==> src/rtl/nibble_add_sched.sv <==
// -----------------------------------------------------------------------------
// nibble_add_sched
//
// Two requesters share one 4-bit ripple-carry add slice. A granted operation
// is added one nibble per clock, least significant nibble first. The result
// is held in DONE until the consumer takes it.
//
// Handshake rule on every channel: a transfer happens on a rising clock edge
// where valid and ready are both high. A valid that is not accepted is simply
// sampled again next cycle. The ready outputs are combinational; they are
// only ever high in IDLE, and never while rst is asserted.
//
// Parameters
//   NIBBLES     number of 4-bit slices per operand (>= 1); W = 4*NIBBLES
//
// Ports
//   clk, rst                  clock; asynchronous active-high reset
//   req0_valid / req0_ready   requester 0 handshake
//   req0_a, req0_b, req0_cin  requester 0 operands and carry-in
//   req1_*                    same for requester 1
//   resp_valid / resp_ready   result handshake
//   resp_id                   requester that owns the result
//   resp_sum, resp_cout       W-bit sum and carry-out of the top nibble
//   busy                      high whenever the FSM is not in IDLE
// -----------------------------------------------------------------------------
module nibble_add_sched #(
    parameter int NIBBLES = 4
) (
    input  logic                   clk,
    input  logic                   rst,
    input  logic                   req0_valid,
    output logic                   req0_ready,
    input  logic [4*NIBBLES-1:0]   req0_a,
    input  logic [4*NIBBLES-1:0]   req0_b,
    input  logic                   req0_cin,
    input  logic                   req1_valid,
    output logic                   req1_ready,
    input  logic [4*NIBBLES-1:0]   req1_a,
    input  logic [4*NIBBLES-1:0]   req1_b,
    input  logic                   req1_cin,
    output logic                   resp_valid,
    input  logic                   resp_ready,
    output logic                   resp_id,
    output logic [4*NIBBLES-1:0]   resp_sum,
    output logic                   resp_cout,
    output logic                   busy
);
    localparam int W  = 4 * NIBBLES;
    localparam int IW = (NIBBLES > 1) ? $clog2(NIBBLES) : 1;
    localparam logic [IW-1:0] LAST_IDX = IW'(NIBBLES - 1);

    typedef enum logic [1:0] {IDLE, ADD, DONE} state_t;

    state_t          state;
    state_t          state_next;
    logic [W-1:0]    a_q;
    logic [W-1:0]    b_q;
    logic            carry;
    logic [IW-1:0]   idx;
    logic            last_grant;
    logic [W-1:0]    sum_q;
    logic            cout_q;
    logic            id_q;

    logic            grant_id;
    logic            accept;
    logic [3:0]      a_nib;
    logic [3:0]      b_nib;
    logic [3:0]      nib_sum;
    logic            nib_cout;
    logic            rc;

    // Round-robin: a lone valid wins; on a tie the requester not granted
    // last time wins. last_grant resets to 1 so requester 0 wins the first tie.
    always_comb begin
        grant_id = 1'b0;
        if (req0_valid && req1_valid) begin
            grant_id = ~last_grant;
        end else if (req1_valid) begin
            grant_id = 1'b1;
        end
    end

    // rst gates ready directly so the handshake is dead while reset is held,
    // independent of the clock.
    assign req0_ready = (state == IDLE) && !rst && req0_valid && !grant_id;
    assign req1_ready = (state == IDLE) && !rst && req1_valid &&  grant_id;
    assign accept     = req0_ready | req1_ready;

    // Select the current nibble and run it through the single ripple slice.
    always_comb begin
        a_nib = '0;
        b_nib = '0;
        for (int n = 0; n < NIBBLES; n++) begin
            if (idx == IW'(n)) begin
                a_nib = a_q[n*4 +: 4];
                b_nib = b_q[n*4 +: 4];
            end
        end
        rc = carry;
        nib_sum = '0;
        for (int k = 0; k < 4; k++) begin
            nib_sum[k] = a_nib[k] ^ b_nib[k] ^ rc;
            rc         = (a_nib[k] & b_nib[k]) | (rc & (a_nib[k] ^ b_nib[k]));
        end
        nib_cout = rc;
    end

    always_comb begin
        state_next = state;
        case (state)
            IDLE:    if (accept)            state_next = ADD;
            ADD:     if (idx == LAST_IDX)   state_next = DONE;
            DONE:    if (resp_ready)        state_next = IDLE;
            default:                        state_next = IDLE;
        endcase
    end

    always_ff @(posedge clk or posedge rst) begin
        if (rst) begin
            state <= IDLE;
        end else begin
            state <= state_next;
        end
    end

    always_ff @(posedge clk or posedge rst) begin
        if (rst) begin
            a_q        <= '0;
            b_q        <= '0;
            carry      <= 1'b0;
            idx        <= '0;
            last_grant <= 1'b1;
            sum_q      <= '0;
            cout_q     <= 1'b0;
            id_q       <= 1'b0;
        end else if (state == IDLE) begin
            if (accept) begin
                a_q        <= grant_id ? req1_a   : req0_a;
                b_q        <= grant_id ? req1_b   : req0_b;
                carry      <= grant_id ? req1_cin : req0_cin;
                idx        <= '0;
                last_grant <= grant_id;
                id_q       <= grant_id;
                sum_q      <= '0;
                cout_q     <= 1'b0;
            end
        end else if (state == ADD) begin
            for (int n = 0; n < NIBBLES; n++) begin
                if (idx == IW'(n)) begin
                    sum_q[n*4 +: 4] <= nib_sum;
                end
            end
            carry <= nib_cout;
            if (idx == LAST_IDX) begin
                idx    <= '0;
                cout_q <= nib_cout;
            end else begin
                idx <= idx + IW'(1);
            end
        end
    end

    assign resp_valid = (state == DONE);
    assign busy       = (state != IDLE);
    assign resp_sum   = sum_q;
    assign resp_cout  = cout_q;
    assign resp_id    = id_q;

endmodule
==> config.mk <==
export PLATFORM = sky130hd
export DESIGN_NAME = nibble_add_sched
export DESIGN_NICKNAME = d
export VERILOG_FILES = /design/src/rtl/nibble_add_sched.sv
export SDC_FILE = /design/constraint.sdc
export NUM_CORES = 1
export LEC_CHECK = 0
export CORE_ASPECT_RATIO = 1.1
export CORE_UTILIZATION = 51
export DETAILED_ROUTE_END_ITERATION = 16
export GPL_TIMING_DRIVEN = 0
export PLACE_DENSITY = 0.85
export SETUP_SLACK_MARGIN = 0.4
export SYNTH_ARGS = -nofsm -noshare
export SYNTH_HDL_FRONTEND = slang
export SYNTH_SLANG_ARGS = --single-unit
export TNS_END_PERCENT = 50
==> constraint.sdc <==
create_clock -name clk -period 7.5 [get_ports clk]
set_input_delay 0.75 -clock clk [delete_from_list [all_inputs] [get_ports clk]]
set_output_delay 0.75 -clock clk [all_outputs]
set_load 0.01 [all_outputs]
# [Word-level counts from Yosys, hierarchy flattened]
# Index checks and enable logic that the tools add are counted.
[totals] romBits=0 ramBits=0 out_inout_bits=22 memories=0 register_bits=56 input_bits=71 wordCells=101 latch_bits=0
[classes] n_reduce_logical=23 shifts=0 n_mul=0 add_sub_neg=1 mux=35 n_eq_ne=8 div=0 bitwise=22 order_cmp=0
[ops] op="$mux 16" n=5
[ops] op="$mux 4" n=12
[ops] op="$reduce_and 3->1" n=5
[ops] op="$mux 2" n=7
[ops] op="$reduce_bool 2->1" n=6
[ops] op="$mux 1" n=10
[ops] op="$and 1x1->1" n=8
[ops] op="$xor 1x1->1" n=8
[ops] op="$eq 2x2->1 const B" n=3
[ops] op="$logic_and 1x1->1" n=6
[ops] op="$pmux 2 s3" n=1
[ops] op="$or 1x1->1" n=5
[ops] op="$eq 2x1->1 const B" n=2
[ops] op="$logic_not 2->1" n=2
[ops] op="$ne 2x2->1 const B" n=2
[ops] op="$reduce_and 2->1" n=2
[ops] op="$add 2x1->2 const B" n=1
[ops] op="$logic_not 1->1" n=2
[ops] op="$ne 2x1->1 const B" n=1
[ops] op="$not 1->1" n=1

# [Depth between registers and ports, before layout]
# Gate-level depths: netlist of the first run.
[depth] word_depth=17 ltp_mapped=15 mapped_depth_nobuf=14

# [Worst setup path after synthesis of the first run]
# OpenSTA, ideal clock, no wires.
[synth_timing] path_type="reg2reg" from="reg idx[0]" to="reg sum_q[11] (netlist: resp_sum[11])" period_less_slack_ps=3305 setup_ps=80 path_buffers=2 t_arrival_ps=3225 slack_ps=4195 t_required_ps=7420 stages_incl_launch_ff=15 cell_sequence="dfrtp_1 -> ha_1 -> clkbuf_1 -> buf_1 -> a21oi_1 -> a22o_1 -> fa_1 -> inv_1 -> fa_1 -> inv_1 -> fa_1 -> fa_1 -> nor2b_1 -> mux2i_1 -> o2bb2ai_1"
[synth_between] elab_chain_cells=16 elab_cells_between_ends=31 classes_between="eq/ne (3); mux (11); bitwise (14); reduce/logical (3)"
[synth_rtl] element="start, declared" line="59" source="logic [IW-1:0] idx;"
[synth_rtl] element="start signal, assigned" line="159" source="idx <= idx + IW'(1);"
[synth_rtl] element="$logic_not 2->1" line="95" source="if (idx == IW'(n)) begin"
[synth_rtl] element="$mux 4 (4 in a row)" line="95"
[synth_rtl] element="$xor 1x1->1" line="104" source="rc = (a_nib[k] & b_nib[k]) | (rc & (a_nib[k] ^ b_nib[k]));"
[synth_rtl] element="$and 1x1->1" line="104"
[synth_rtl] element="$or 1x1->1" line="104"
[synth_rtl] element="$and 1x1->1" line="104"
[synth_rtl] element="$or 1x1->1" line="104"
[synth_rtl] element="$and 1x1->1" line="104"
[synth_rtl] element="$or 1x1->1" line="104"
[synth_rtl] element="$xor 1x1->1" line="103" source="nib_sum[k] = a_nib[k] ^ b_nib[k] ^ rc;"
[synth_rtl] element="$mux 4" line="150" source="if (idx == IW'(n)) begin"
[synth_rtl] element="$mux 16" line="148" source="end else if (state == ADD) begin"
[synth_rtl] element="$mux 16" line="137" source="end else if (state == IDLE) begin"
[synth_rtl] element="end signal, assigned by index" line="151" source="sum_q[n*4 +: 4] <= nib_sum;"
[synth_rtl] element="end, declared" line="61" source="logic [W-1:0] sum_q;"
# Parallel ways exist; a longest one is shown, timed or not. The select of a mux whose other input is x is not followed.
# A chain may end at the register's enable or synchronous reset.

# [Final worst setup path of the first run]
# Same ends and word-level chain as after synthesis.

==> flow_metrics.tcl, run 1 <==
set metrics [dict create \
    relSlewSlack 0.6441 \
    synth_cells 285 \
    fillerInstances 433 \
    r2r_cells 14 \
    holdBufCountCts 0 \
    synth-edff-count 0 \
    cts_root_buf "clkbuf_8" \
    clock_sinks 56 \
    antenna_found_initial 0 \
    n_antenna_cell 0 \
    avgViaCountPerCell 5.490 \
    wl_mm 7.254 \
    clock_skew_ns 0.008136 \
    routed-wl-met2_mm 3.647 \
    synth_warnings 0 \
    clock_path_buffers 2 \
    maxCapViolations 0 \
    wl_met1_mm 3.040 \
    synth-seq-area-share 0.4440 \
    dieArea_mm2 0.006514 \
    gp_congestion 0.8401 \
    endpoint_kind "flip-flop" \
    post-route-period-util 0.5157 \
    design_area_mm2 0.004323 \
    tightest_slew_ns 0.5338 \
    post_cts_buffers 0 \
    grt_start_max_net_pins 35 \
    drtPass1Iterations 4 \
    cts_resized 0 \
    critical_path_required_ns 7.74 \
    r2r_start "idx[0]" \
    synth_top_family_by_area "multiplexers" \
    crit_type "flip-flop to flip-flop" \
    holdPathStages 1 \
    fp.dieW_um 77.05 \
    min_to "resp_id" \
    fin_tns_setup_ns 0 \
    hp-start "resp_id" \
    power.net_switching_w 0.0006925 \
    power_density_mw_per_mm2 400.1 \
    antenna_left 0 \
    numPortBuffers 92 \
    grt_pass1_vias 2569 \
    synthAdderAreaFrac 0.04119 \
    drive_above_1_share 0.1865 \
    cts_tree "built" \
    grt_usage 0.2444 \
    worst_slack_ns 3.632 \
    status "finished clean" \
    clkTransAtPathRegs_ns 0.09 \
    seqPwrFrac 0.305 \
    post_drt_wl_per_cell_um 15.67 \
    total_power_w 0.001730 \
    hold_path.class "flip-flop to flip-flop" \
    grt_overflow 0 \
    die_h_um 84.55 \
    nNetsFinal 464 \
    ys_ff_latch 56 \
    crit_fanout 10 \
    placed_area_mm2 0.004197 \
    timing_hold_violations_final 0 \
    rr_endpoint "resp_sum[11]" \
    num_io_pins 93 \
    dr_wl_met3_um 479 \
    syn_to_final_growth_pct 36.83 \
    pre_cts_ws_ns 3.723 \
    dp.cells 455 \
    start_kind "flip-flop" \
    synthXorXnorAreaFrac 0 \
    drc 0 \
    pwr-share-comb 0.571 \
    synthSimpleGateAreaFrac 0.06574 \
    power_leakage_nw 1.817 \
    cts_buffers 5 \
    htree_levels 2 \
    yosysUniqueCellTypes 38 \
    grt_pass1_wl_mm 12.43 \
    finalSetupViolations 0 \
    syn_area_per_cell_um2 11.09 \
    synth-compound-area-share 0.1362 \
    initial_core_util 0.5375 \
    netSwitchingFraction 0.4004 \
    num_rows 29 \
    dp_hpwl_mm 5.618 \
    rsz0062_at_grt "no" \
    ys.flop_type "dfrtp_1" \
    routed-via-count 2542 \
    ir_drop_uv 216.1 \
    min_period_ns 3.868 \
    synth.area.mux_share 0.2376 \
    drt_iter0_markers 135 \
    intPower_w 0.001037 \
    maxSlewViolCount 0 \
    max_freq_mhz 258.6 \
    clock_latency_ns 0.31 \
    core_mm2 0.005878 \
    top_layer_used "met4" \
    cp.arrival_ns 4.11 \
    netlist_area_mm2 0.003159 \
    reg2reg_slack_ns 3.63 \
    p_clk_frac 0.123 \
    fin_cells 463 \
    async_flop_share 1.000 \
    synth_nets 364 \
]
## power by group through the flow
stage	Combinational (W)	Clock (W)	Sequential [W]
after floorplan	0.000663	0	0.000528
after global placement	0.000951	0	0.000525
after detailed placement	0.000980	0	0.000534
after CTS	0.000988	0.000216	0.000528
after global routing	0.00109	0.000225	0.000546
final	0.000988	0.000213	0.000528
## synth_stat cells (2+ instances only)
| master | instances | area share |
|---|---|---|
| a21oi_1 | 18 | 0.029 |
| mux2i_1 | 21 | 0.067 |
| nor2b_1 | 7 | 0.014 |
| a211oi_1 | 3 | 0.0071 |
| nand3_1 | 10 | 0.016 |
| fa_1 | 4 | 0.025 |
| ha_1 | 4 | 0.016 |
| nand2_1 | 14 | 0.017 |
| o2bb2ai_1 | 3 | 0.0083 |
| nor3b_1 | 2 | 0.0048 |
| o22ai_1 | 4 | 0.0079 |
| clkbuf_1 | 8 | 0.0095 |
| buf_4 | 4 | 0.0095 |
| a32o_1 | 2 | 0.0063 |
| o21ai_0 | 18 | 0.029 |
| mux2_2 | 48 | 0.17 |
| a22oi_1 | 2 | 0.0048 |
| a21o_1 | 2 | 0.0048 |
| inv_1 | 27 | 0.032 |
| a22o_1 | 7 | 0.019 |
| buf_6 | 3 | 0.011 |
| dfrtp_1 | 55 | 0.44 |
| nor2_1 | 4 | 0.0048 |
## cell usage in the layout (no fill, tap or decap), drive strengths merged
| cell type | n |
|---|---|
| a21oi | 18 |
| inv | 27 |
| o21ai | 18 |
| nor2b | 7 |
| a21o | 2 |
| o22ai | 4 |
| a32o | 2 |
| and2 | 1 |
| dfrtp | 55 |
| bufinv | 1 |
| mux2 | 48 |
| nor3b | 2 |
| clkdlybuf4s50 | 92 |
| fa | 4 |
| nor3 | 1 |
| a32oi | 1 |
| dfstp | 1 |
| mux2i | 21 |
| o2bb2ai | 3 |
| o21a | 1 |
| clkinv | 1 |
| ha | 4 |
| a22oi | 2 |
| a211oi | 3 |
| o31ai | 1 |
| nand3 | 10 |
| a31oi | 1 |
| buf | 11 |
| nand3b | 1 |
| a31o | 1 |
| a21boi | 1 |
| o21bai | 1 |
| nand2 | 14 |
| a22o | 7 |
| clkbuf | 15 |
| nor2 | 4 |
## kinds of logic (layout without fill, tap and decap cells)
family,count (synthesis),after routing
simple gates,40,40
buf+inv,46,147
compound gates,66,66
mux,69,69
fa+ha+maj,8,8
flops,56,56
## worst max path at each step
stage | from | endpoint | slack (ns) | cells after the start
3_3_place_gp | idx[0] | resp_sum[11] | 3.84 | 14
4_1_cts | idx[0] | resp_sum[11] | 3.65 | 14
5_1_grt | idx[0] | resp_sum[11] | 3.38 | 14
2_1_floorplan | idx[0] | resp_sum[11] | 4.20 | 14
3_5_place_dp | idx[0] | resp_sum[15] | 3.72 | 14
6_report | idx[0] | resp_sum[11] | 3.63 | 14
## worst max-delay path: stages, from the launching register on
cell	delay, ns
dfrtp_1	0.43
ha_1	0.17
clkbuf_1	0.30
buf_1	0.41
a21oi_1	0.08
a22o_1	0.25
fa_1	0.40
inv_1	0.09
fa_1	0.17
inv_1	0.05
fa_1	0.38
fa_1	0.54
nor2b_1	0.26
mux2i_1	0.12
o2bb2ai_1	0.16
## layout make-up
class	count	area (um2)	area share
clock buffers	7	96.34	0.02229
well taps	77	96.34	0.02229
plain buffers	18	132.6	0.03068
flip-flops and latches	56	1403	0.3245
clock inverters	1	30.03	0.006946
multi-input cells	183	1519	0.3514
inverters	28	105.1	0.02431
repair buffers	93	940.9	0.2177
## per-layer routing
metal | GRT usage | vias to the layer above
met5 | 0 | -
met4 | 0.07376 | 0
met3 | 0.04565 | 9
met2 | 0.4156 | 98
met1 | 0.3181 | 1234
li1 | - | 1201
## state kept, by name (all words and copies together) (netlist names)
signal and flops:
b_q 16, resp_id 1, carry 1, last_grant 1
a_q 16, resp_cout 1, idx 2, resp_sum 16
state 2
## through the flow
stage | util | hold WS, ns
after floorplan | - | 0.4804
after global placement | 0.7105 | 0.4599
after detailed placement | 0.7139 | 0.4652
after CTS | 0.7354 | 0.4863
after global routing | 0.7354 | 0.5274
final | 0.7354 | 0.4891
Power figures use the tool's default switching activity.
==> run 2: changes to the inputs <==
- CORE_UTILIZATION: 51 -> 48
- PLACE_DENSITY: 0.85 -> 0.81
- clock period: 7.5 -> 3.9 ns (I/O delays scaled with it)
==> run 2 against run 1 <==
  * Flip-flop and latch count unchanged
  * First-iteration DRC count up 75%
  * Register-to-register slack worse by 3.1 ns
  * Critical path depth down 1
  * Non-clock buffer count up 1
  * Hold slack worse by 0.030 ns
==> flow_metrics.tcl, run 2 (same netlist as run 1, synthesis figures left out) <==
set metrics [dict create \
    status "finished clean" \
    fin_cells 467 \
    grt_usage 0.2350 \
    ir_drop_uv 444.6 \
    reg2reg_slack_ns 0.58 \
    crit_family "adder cells" \
    drive_above_1_share 0.2274 \
    drt_iter0_markers 236 \
    die_h_um 87.09 \
    layout_common_cells "clkdlybuf4s50_1, dfrtp_1, mux2_2" \
    seqCellArea_mm2 0.001404 \
    htree_levels 2 \
    finalSetupViolations 0 \
    cpPeakStageDelay_ns 0.56 \
    syn_to_final_growth_pct 38.06 \
    avgViaCountPerCell 5.437 \
    num_io_pins 93 \
    fin_tns_setup_ns 0 \
    fp.dieW_um 79.35 \
    antenna_found_initial 0 \
    critical_path_required_ns 4.13 \
    timing_hold_violations_final 0 \
    post-route-period-util 0.8510 \
    grt_start_max_net_pins 44 \
    clock_skew_ns 0.01089 \
    crit_fanout 10 \
    numPortBuffers 92 \
    power_leakage_nw 1.843 \
    n_antenna_cell 0 \
    dieArea_mm2 0.006910 \
    dp.cells 458 \
    dp_hpwl_mm 5.764 \
    relSlewSlack 0.6953 \
    initial_core_util 0.5040 \
    max_freq_mhz 301.3 \
    core_mm2 0.006269 \
    crit_path_cell_trace "ha_1, clkbuf_2, buf_4, a22o_1, fa_1, inv_1, fa_1, inv_1, fa_2, fa_1, nor2b_4, mux2i_1, o2bb2ai_1" \
    clkTransAtPathRegs_ns 0.10 \
    tightest_slew_ns 0.4560 \
    start_kind "flip-flop" \
    min_period_ns 3.319 \
    crit_buf_inv 4 \
    wl_mm 7.542 \
    post_drt_wl_per_cell_um 16.15 \
    timing.hold.ws_ns 0.4592 \
    endpoint_kind "flip-flop" \
    drc 0 \
    drtPass1Iterations 4 \
    num_rows 30 \
    maxSlewViolCount 0 \
    fillerInstances 464 \
    clock_path_buffers 2 \
    nNetsFinal 465 \
    maxCapViolations 0 \
    clock_latency_ns 0.31 \
    cp_slowest_cell "fa_1" \
    cts_buffers 5 \
    routed-via-count 2539 \
    layout_commonest_cell "clkdlybuf4s50_1" \
    antenna_left 0 \
    grt_overflow 0 \
    clock_sinks 56 \
    multi_input_area_mm2 0.001541 \
    gp_congestion 0.8623 \
    grt_pass1_vias 2537 \
    cp.arrival_ns 3.54 \
    cts_tree "built" \
    power_density_mw_per_mm2 789.3 \
    grt_pass1_wl_mm 12.25 \
    cts_root_buf "clkbuf_8" \
    crit_type "flip-flop to flip-flop" \
    path_common_cell "fa_1" \
    hold_path.class "input pin to asynchronous set/reset pin" \
    rsz0062_at_grt "no" \
]
## run 2: metal layers
metal	part of all wire	wire length (um)	up-vias	GRT usage
met5	0	0	-	0
met4	0.020	148	0	0.07769
met3	0.050	376	14	0.04293
met2	0.51	3822	100	0.4036
met1	0.42	3194	1226	0.2994
li1	-	-	1199	-
## run 2: path summary, 6_finish.rpt
check,startpoint,end,cells after the start
setup / recovery,idx[0],resp_sum[15],13
hold / removal,rst,resp_sum[3],2
hold reg to reg,resp_id,resp_id,1
max in group asynchronous,rst,last_grant,3
min in group clk,resp_id,resp_id,1
setup reg to reg,idx[0],resp_sum[15],13
## run 2: power by group
part / leakage [nW] / internal (W) / switching [W]
combinational: 1.11 / 0.00102 / 0.00103
clock: 0.0552 / 0.000191 / 0.000182
sequential: 0.682 / 0.000859 / 0.000160
## run 2: layout make-up
type                    count  area share
multi-input cells         183      0.3534
flip-flops and latches     56      0.3219
repair buffers             94      0.2174
plain buffers              18     0.03557
inverters                  28     0.02410
well taps                  80     0.02295
clock buffers               6     0.01664
clock inverters             2    0.008032
## run 2: repair_timing
item | in CTS | in global routing
setup endpoints to repair | 4 | 4
hold buffers | 0 | 0
setup buffers | 0 | 1
pin swaps | 0 | 5
resized for setup | 10 | 22
## run 2: stage by stage
stage               utilization  setup slack, ns  power (W)  instance area, um2
floorplan                     -           0.5952   0.002290                3159
global placement         0.6669           0.1800   0.002858                4180
detailed placement       0.6701           0.1135   0.002924                4200
CTS                      0.6902           0.4033   0.003354                4327
global route             0.6958           0.4060   0.003706                4362
finish                   0.6958           0.5809   0.003443                4362
==> run 3: changes to the inputs <==
- HOLD_SLACK_MARGIN: not set -> 0.1
==> results of run 3 <==
Same layout as run 2: the final DEF is identical, and so are final timing and power.
